`config.mk`:
```
export PLATFORM = sky130hd
export DESIGN_NAME = wallace_mul_arbiter_flat
export DESIGN_NICKNAME = d
export VERILOG_FILES = /design/src/rtl/wallace_mul_arbiter_if.sv /design/src/rtl/wallace_mul_arbiter.sv /design/src/flat_wrapper.sv
export SDC_FILE = /design/constraint.sdc
export NUM_CORES = 1
export LEC_CHECK = 0
export ABC_AREA = 1
export CAP_MARGIN = 5
export CORE_UTILIZATION = 30
export CTS_CLUSTER_DIAMETER = 200
export CTS_CLUSTER_SIZE = 20
export DETAILED_ROUTE_END_ITERATION = 10
export HOLD_SLACK_MARGIN = 0.12
export PLACE_DENSITY = 0.46
export SYNTH_ARGS = -nofsm -noshare
export SYNTH_HDL_FRONTEND = slang
export SYNTH_HIERARCHICAL = 1
export SYNTH_SLANG_ARGS = --single-unit
```
`constraint.sdc`:
```
create_clock -name clk -period 8.8 [get_ports clk]
set_input_delay 0.88 -clock clk [delete_from_list [all_inputs] [get_ports clk]]
set_output_delay 0.88 -clock clk [all_outputs]
set_load 0.05 [all_outputs]
```
`src/rtl/wallace_mul_arbiter_if.sv`:
```
// Request/result bus of the shared Wallace multiplier arbiter.
// The arbiter uses the slave view; clients and consumer use the master view.
interface wallace_mul_arbiter_if #(
  parameter int NREQ = 4
);
  localparam int IDW = $clog2(NREQ);

  logic [NREQ-1:0]      req_valid;
  logic [16*NREQ-1:0]   req_a;
  logic [16*NREQ-1:0]   req_b;
  logic [NREQ-1:0]      req_ready;
  logic                 res_valid;
  logic                 res_ready;
  logic [IDW-1:0]       res_id;
  logic [31:0]          res_p;
  logic                 busy;
  logic [15:0]          ops_cnt;

  modport master (
    output req_valid, req_a, req_b, res_ready,
    input  req_ready, res_valid, res_id, res_p, busy, ops_cnt
  );

  modport slave (
    input  req_valid, req_a, req_b, res_ready,
    output req_ready, res_valid, res_id, res_p, busy, ops_cnt
  );
endinterface

```
`src/rtl/wallace_mul_arbiter.sv`:
```
// Round-robin arbiter sharing one combinational 16x16 signed Wallace multiplier.
// Define WALLACE_ARB_PIPE_EN to add a registered operand stage in front of the multiplier.

module wallace_csa32 (
  input  logic [31:0] i_x,
  input  logic [31:0] i_y,
  input  logic [31:0] i_z,
  output logic [31:0] o_s,
  output logic [31:0] o_c
);
  assign o_s = i_x ^ i_y ^ i_z;
  assign o_c = ((i_x & i_y) | (i_x & i_z) | (i_y & i_z)) << 1;
endmodule

module wallace_mul16 (
  input  logic [15:0] i_a,
  input  logic [15:0] i_b,
  output logic [31:0] o_p
);
  logic [31:0] w_a_ext;
  logic [31:0] w_l0 [17];
  logic [31:0] w_l1 [12];
  logic [31:0] w_l2 [8];
  logic [31:0] w_l3 [6];
  logic [31:0] w_l4 [4];
  logic [31:0] w_l5 [3];
  logic [31:0] w_l6 [2];

  assign w_a_ext = {{16{i_a[15]}}, i_a};

  // The multiplier's sign bit weighs -2^15: that row is inverted and its +1 rides in row 16.
  generate
    for (genvar gi = 0; gi < 15; gi++) begin : g_pp
      assign w_l0[gi] = i_b[gi] ? (w_a_ext << gi) : 32'd0;
    end
  endgenerate
  assign w_l0[15] = i_b[15] ? ~(w_a_ext << 15) : 32'd0;
  assign w_l0[16] = {31'd0, i_b[15]};

  generate
    for (genvar gi = 0; gi < 5; gi++) begin : g_lv1
      wallace_csa32 u_csa (.i_x(w_l0[3*gi]), .i_y(w_l0[3*gi+1]), .i_z(w_l0[3*gi+2]),
                           .o_s(w_l1[2*gi]), .o_c(w_l1[2*gi+1]));
    end
    for (genvar gi = 0; gi < 4; gi++) begin : g_lv2
      wallace_csa32 u_csa (.i_x(w_l1[3*gi]), .i_y(w_l1[3*gi+1]), .i_z(w_l1[3*gi+2]),
                           .o_s(w_l2[2*gi]), .o_c(w_l2[2*gi+1]));
    end
    for (genvar gi = 0; gi < 2; gi++) begin : g_lv3
      wallace_csa32 u_csa (.i_x(w_l2[3*gi]), .i_y(w_l2[3*gi+1]), .i_z(w_l2[3*gi+2]),
                           .o_s(w_l3[2*gi]), .o_c(w_l3[2*gi+1]));
    end
    for (genvar gi = 0; gi < 2; gi++) begin : g_lv4
      wallace_csa32 u_csa (.i_x(w_l3[3*gi]), .i_y(w_l3[3*gi+1]), .i_z(w_l3[3*gi+2]),
                           .o_s(w_l4[2*gi]), .o_c(w_l4[2*gi+1]));
    end
  endgenerate

  assign w_l1[10] = w_l0[15];
  assign w_l1[11] = w_l0[16];
  assign w_l3[4]  = w_l2[6];
  assign w_l3[5]  = w_l2[7];

  wallace_csa32 u_csa5 (.i_x(w_l4[0]), .i_y(w_l4[1]), .i_z(w_l4[2]),
                        .o_s(w_l5[0]), .o_c(w_l5[1]));
  assign w_l5[2] = w_l4[3];

  wallace_csa32 u_csa6 (.i_x(w_l5[0]), .i_y(w_l5[1]), .i_z(w_l5[2]),
                        .o_s(w_l6[0]), .o_c(w_l6[1]));

  assign o_p = w_l6[0] + w_l6[1];
endmodule

module wallace_mul_arbiter #(
  parameter int NREQ = 4
) (
  input  logic                 clk,
  input  logic                 rst,
  wallace_mul_arbiter_if.slave bus
);
  localparam int IDW = $clog2(NREQ);

  logic [IDW-1:0] r_ptr;
  logic [IDW-1:0] w_gidx;
  logic [IDW-1:0] w_ptr_next;
  logic           w_gany;
  logic           w_out_free;
  logic           w_entry_free;
  logic           w_take;
  logic [15:0]    w_req_a [NREQ];
  logic [15:0]    w_req_b [NREQ];
  logic [15:0]    w_sel_a;
  logic [15:0]    w_sel_b;
  logic [15:0]    w_mul_a;
  logic [15:0]    w_mul_b;
  logic [31:0]    w_mul_p;

  logic           r_res_valid;
  logic [IDW-1:0] r_res_id;
  logic [31:0]    r_res_p;
  logic [15:0]    r_ops_cnt;

  generate
    for (genvar gi = 0; gi < NREQ; gi++) begin : g_unpack
      assign w_req_a[gi] = bus.req_a[16*gi +: 16];
      assign w_req_b[gi] = bus.req_b[16*gi +: 16];
    end
  endgenerate

  // First valid requester at or after the pointer, wrapping.
  always_comb begin
    int v_idx;
    w_gany = 1'b0;
    w_gidx = '0;
    v_idx  = 0;
    for (int k = 0; k < NREQ; k++) begin
      v_idx = int'(r_ptr) + k;
      if (v_idx >= NREQ) v_idx = v_idx - NREQ;
      if (!w_gany && bus.req_valid[IDW'(v_idx)]) begin
        w_gany = 1'b1;
        w_gidx = IDW'(v_idx);
      end
    end
  end

  always_comb begin
    int v_nxt;
    v_nxt = int'(w_gidx) + 1;
    if (v_nxt >= NREQ) v_nxt = 0;
    w_ptr_next = IDW'(v_nxt);
  end

  assign w_out_free = !r_res_valid || bus.res_ready;
  assign w_take     = !rst && w_gany && w_entry_free;
  assign w_sel_a    = w_req_a[w_gidx];
  assign w_sel_b    = w_req_b[w_gidx];

  always_comb begin
    bus.req_ready = '0;
    if (w_take) bus.req_ready[w_gidx] = 1'b1;
  end

  wallace_mul16 u_mul (.i_a(w_mul_a), .i_b(w_mul_b), .o_p(w_mul_p));

`ifdef WALLACE_ARB_PIPE_EN
  logic           r_s1_valid;
  logic [15:0]    r_s1_a;
  logic [15:0]    r_s1_b;
  logic [IDW-1:0] r_s1_id;
  logic           w_s1_adv;

  assign w_entry_free = !r_s1_valid || w_out_free;
  assign w_s1_adv     = r_s1_valid && w_out_free;
  assign w_mul_a      = r_s1_a;
  assign w_mul_b      = r_s1_b;

  always_ff @(posedge clk) begin
    if (rst) begin
      r_s1_valid  <= 1'b0;
      r_s1_a      <= '0;
      r_s1_b      <= '0;
      r_s1_id     <= '0;
      r_res_valid <= 1'b0;
      r_res_id    <= '0;
      r_res_p     <= '0;
    end else begin
      if (w_take) begin
        r_s1_valid <= 1'b1;
        r_s1_a     <= w_sel_a;
        r_s1_b     <= w_sel_b;
        r_s1_id    <= w_gidx;
      end else if (w_s1_adv) begin
        r_s1_valid <= 1'b0;
      end
      if (w_s1_adv) begin
        r_res_valid <= 1'b1;
        r_res_p     <= w_mul_p;
        r_res_id    <= r_s1_id;
      end else if (bus.res_ready) begin
        r_res_valid <= 1'b0;
      end
    end
  end

  assign bus.busy = r_s1_valid || r_res_valid;
`else
  assign w_entry_free = w_out_free;
  assign w_mul_a      = w_sel_a;
  assign w_mul_b      = w_sel_b;

  // A load always wins over a drain, so the slot refills in the same cycle it empties.
  always_ff @(posedge clk) begin
    if (rst) begin
      r_res_valid <= 1'b0;
      r_res_id    <= '0;
      r_res_p     <= '0;
    end else if (w_take) begin
      r_res_valid <= 1'b1;
      r_res_p     <= w_mul_p;
      r_res_id    <= w_gidx;
    end else if (bus.res_ready) begin
      r_res_valid <= 1'b0;
    end
  end

  assign bus.busy = r_res_valid;
`endif

  always_ff @(posedge clk) begin
    if (rst) begin
      r_ptr     <= '0;
      r_ops_cnt <= '0;
    end else begin
      if (w_take) r_ptr <= w_ptr_next;
      if (r_res_valid && bus.res_ready) r_ops_cnt <= r_ops_cnt + 16'd1;
    end
  end

  assign bus.res_valid = r_res_valid;
  assign bus.res_id    = r_res_id;
  assign bus.res_p     = r_res_p;
  assign bus.ops_cnt   = r_ops_cnt;
endmodule

```
`src/flat_wrapper.sv`:
```
// flat-port wrapper written by rule: the top's interface ports become plain ports
module wallace_mul_arbiter_flat 
#(
  parameter int NREQ = 4
)
  (clk, rst, bus_req_valid, bus_req_a, bus_req_b, bus_res_ready, bus_req_ready, bus_res_valid, bus_res_id, bus_res_p, bus_busy, bus_ops_cnt);
  wallace_mul_arbiter_if #(.NREQ(NREQ)) bus_i ();
  input  logic clk;
  input  logic rst;
  input wire logic [$bits(bus_i.req_valid)-1:0] bus_req_valid;
  input wire logic [$bits(bus_i.req_a)-1:0] bus_req_a;
  input wire logic [$bits(bus_i.req_b)-1:0] bus_req_b;
  input wire logic [$bits(bus_i.res_ready)-1:0] bus_res_ready;
  output wire logic [$bits(bus_i.req_ready)-1:0] bus_req_ready;
  output wire logic [$bits(bus_i.res_valid)-1:0] bus_res_valid;
  output wire logic [$bits(bus_i.res_id)-1:0] bus_res_id;
  output wire logic [$bits(bus_i.res_p)-1:0] bus_res_p;
  output wire logic [$bits(bus_i.busy)-1:0] bus_busy;
  output wire logic [$bits(bus_i.ops_cnt)-1:0] bus_ops_cnt;
  assign bus_i.req_valid = bus_req_valid;
  assign bus_i.req_a = bus_req_a;
  assign bus_i.req_b = bus_req_b;
  assign bus_i.res_ready = bus_res_ready;
  assign bus_req_ready = bus_i.req_ready;
  assign bus_res_valid = bus_i.res_valid;
  assign bus_res_id = bus_i.res_id;
  assign bus_res_p = bus_i.res_p;
  assign bus_busy = bus_i.busy;
  assign bus_ops_cnt = bus_i.ops_cnt;
  wallace_mul_arbiter #(.NREQ(NREQ)) u_core (.clk(clk), .rst(rst), .bus(bus_i));
endmodule
```
==> summary.txt <==
Outcome
  – Status: complete, no violations

STA
  – Final setup fails: 0
  – Setup TNS: 0 ns
  – Fmax: 122 MHz
  – Final Skew: 0.0181 ns
  – RSZ-0062 raised after global routing: no
  – Least-Margin Pin Slew: between 1 and 1.5 ns
  – Final worst-path cycle share: 93.1%
  – Pins Over Slew Limit: 0
  – Final Hold Slack: approximately 0.47 ns
  – Final hold vios: 0
  – Slew Limit Headroom: 32.6%
  – Final min period: 8.19 ns

Clocking
  – CTS Buf Count: 5
  – Clock Sinks: 53
  – Hold buffers post-CTS: 0
  – CTS tree: yes
  – CTS Root Cell: clkbuf_16
  – Maximum clock insertion buffer count: 2
  – Worst-path clk slew: 0.09 ns
  – Clk_lat worst skew: approximately 0.32 ns
  – Post-CTS setup buffers: 0
  – Max H-tree Level: 2
  – PostCTS Resize Cnt: 0

GRT
  – Initial antenna violation count: 2
  – Vias in the first global route: 16672
  – GRT Overall Usage: between 15 and 20%
  – Global-route wire length before repair: 88.4 mm
  – Largest net degree at the start of global routing: between 40 and 50
  – GRT overflow: 0

Logic synthesis
  – Yosys top cell by area: fa_1
  – Yosys top cell area share: 50.0%
  – Register area share after synthesis: ~5.7%
  – Top-count cell post-synth: nand2_1
  – Synth top area cells: fa_1 (50%), nand2_1 (15%), inv_1 (11%), dfxtp_1 (5.7%), nand3_1 (3.9%)
  – Syn Area/Cell: just under 8 sq um
  – Post-synth ARST share: 0%
  – Warning count from the yosys run: 6
  – EDFF count, synth: 0
  – Top FF cell, synth: dfxtp_1
  – Synth unique cells: 34
  – Syn Std Cell Area: around 0.019 sq mm
  – Synth Register Bits: 53
  – Syn Inst Count: 2416
  – Top cells by count, synth: nand2_1 (764), inv_1 (547), fa_1 (466)

Critical path
  – RR Startpoint: u_core/r_ptr[0]$_SDFFE_PP0P_
  – Worst path most repeated cell: nand2_1
  – Crit path largest cell delay: 0.60 ns
  – Worst setup path category: in2reg
  – Worst Path Buf+Inv: 8
  – Crit start category: primary input
  – Critical path's top delay family: adder cells
  – Crit end category: flip-flop
  – CP startpoint: bus_req_valid[1]
  – CP Max Fanout: 35
  – CP required: between 9 and 10 ns
  – Critical Path AT: 8.41 ns
  – CP max stage cell: fa_1

Final layout
  – Layout cells sized above 1: 2.79%
  – Fin nets: around 3300
  – Core Util, Final: 35.5%
  – Fillers: 6549
  – Area Growth Syn to Fin: 17.2%

Hold path
  – Hold crit path type: reg2reg
  – Hold path startpoint: u_core/bus.res_p[1]$_SDFFE_PP0P_

Drt
  – Final antenna-violating net count: 0
  – WL per Instance: 15.2 um
  – First DRT Iteration DRCs: 704
  – # DRC: 0
  – Drt via density: 4.34
  – Detailed-router iteration count before antenna repair: 5
  – Via count: 15178
  – Final Routed Wirelength: ~53 mm

Die
  – Top-Level Pins: 191
  – Initial Util: 30.3%
  – Die Wd: 251 um
  – Core Area: a little over 0.06 sq mm
  – Cell Rows: 91
  – Chip Height: ~250 um
  – DIE AREA: 0.0632 sq mm

Job
  – Max Cap Violations: 0

Placement
  – IO Port Bufs: between 150 and 200
  – RD Place Congestion: roughly 0.85
  – DPL Wire Length: 45.9 mm
-- through the flow --
stage	cells	instance area (sq um)	setup slack (ns)
finish	3495	21900	0.607
detailed placement	3485	21700	0.244
floorplan	2552	19200	1.30
global route	3495	21900	0.0389
global placement	3485	21700	0.312
CTS	3493	21900	0.586
-- registers in the layout, indices dropped and copies added, names as in the netlist --
register / cells
u_core/bus.res_p: 32
u_core/bus.busy: 1
u_core/bus.res_id: 2
u_core/bus.ops_cnt: 16
u_core/r_ptr: 2
-- cell families (layout without fill, tap and decap cells) --
logic type	Yosys count	in the layout	share of synthesized area, %
XOR/XNOR	22	22	1.03
buffers and inverters	680	784	14.7
adder cells (fa/ha/maj)	499	499	52.2
flip-flops	53	53	5.68
AND/OR/NAND/NOR	1100	1100	24.8
AO/OA/AOI/OAI	46	46	1.31
other	16	154	0.322
-- metal layers --
layer	up-vias	part of all wire, %	GRT usage (%)
li1	7309	-	-
met1	7629	39	20.8
met2	181	56	35.3
met3	59	2.2	1.06
met4	0	2.6	4.69
met5	-	0	0
-- final cells by class --
| class | instances | area, sq um | share of cell area (%) |
|---|---|---|---|
| antenna | 2 | 5.00 | 0.0229 |
| clock buffer | 5 | 125 | 0.572 |
| clock inverter | 3 | 43.8 | 0.200 |
| inverter | 553 | 2080 | 9.49 |
| multi-input combinational | 1819 | 15400 | 70.3 |
| sequential | 53 | 1060 | 4.85 |
| tap | 837 | 1050 | 4.79 |
| timing repair buffer | 223 | 2150 | 9.82 |
-- worst paths after layout --
check / end / slack [ns] / cells after the start
setup / recovery: u_core/bus.res_p[26]$_SDFFE_PP0P_ / 0.61 / 33
hold / removal: u_core/bus.res_p[1]$_SDFFE_PP0P_ / 0.47 / 2
hold reg to reg: u_core/bus.res_p[1]$_SDFFE_PP0P_ / 0.47 / 2
setup reg to reg: u_core/bus.res_p[26]$_SDFFE_PP0P_ / 0.89 / 34
-- worst register-to-register path: cells and delay by family (launching register included) --
kind | cells | cell delay, ns
adder cells (fa/ha/maj) | 7 | 3.57
buffers and inverters | 6 | 1.12
flip-flops | 1 | 0.60
AND/OR/NAND/NOR | 21 | 2.53
-- placed cells by master, fill, tap and decap left out, drive strengths merged --
cell type        n
a21o             1
conb           152
ha              33
bufinv           1
dfxtp           53
a31oi            1
nand4           75
o21bai           3
o21a             1
xnor2            4
a21oi           32
nor3            12
nor2            74
clkdlybuf4s50  190
fa             466
nand3b           1
inv            552
diode            2
clkinv           3
nand3          151
clkbuf           5
nand2          785
o21ai            8
buf             33
xor2            18
nor4             2
Power is not shown: default switching activity piles up to over one toggle a cycle in this logic, so the estimate is an artifact.
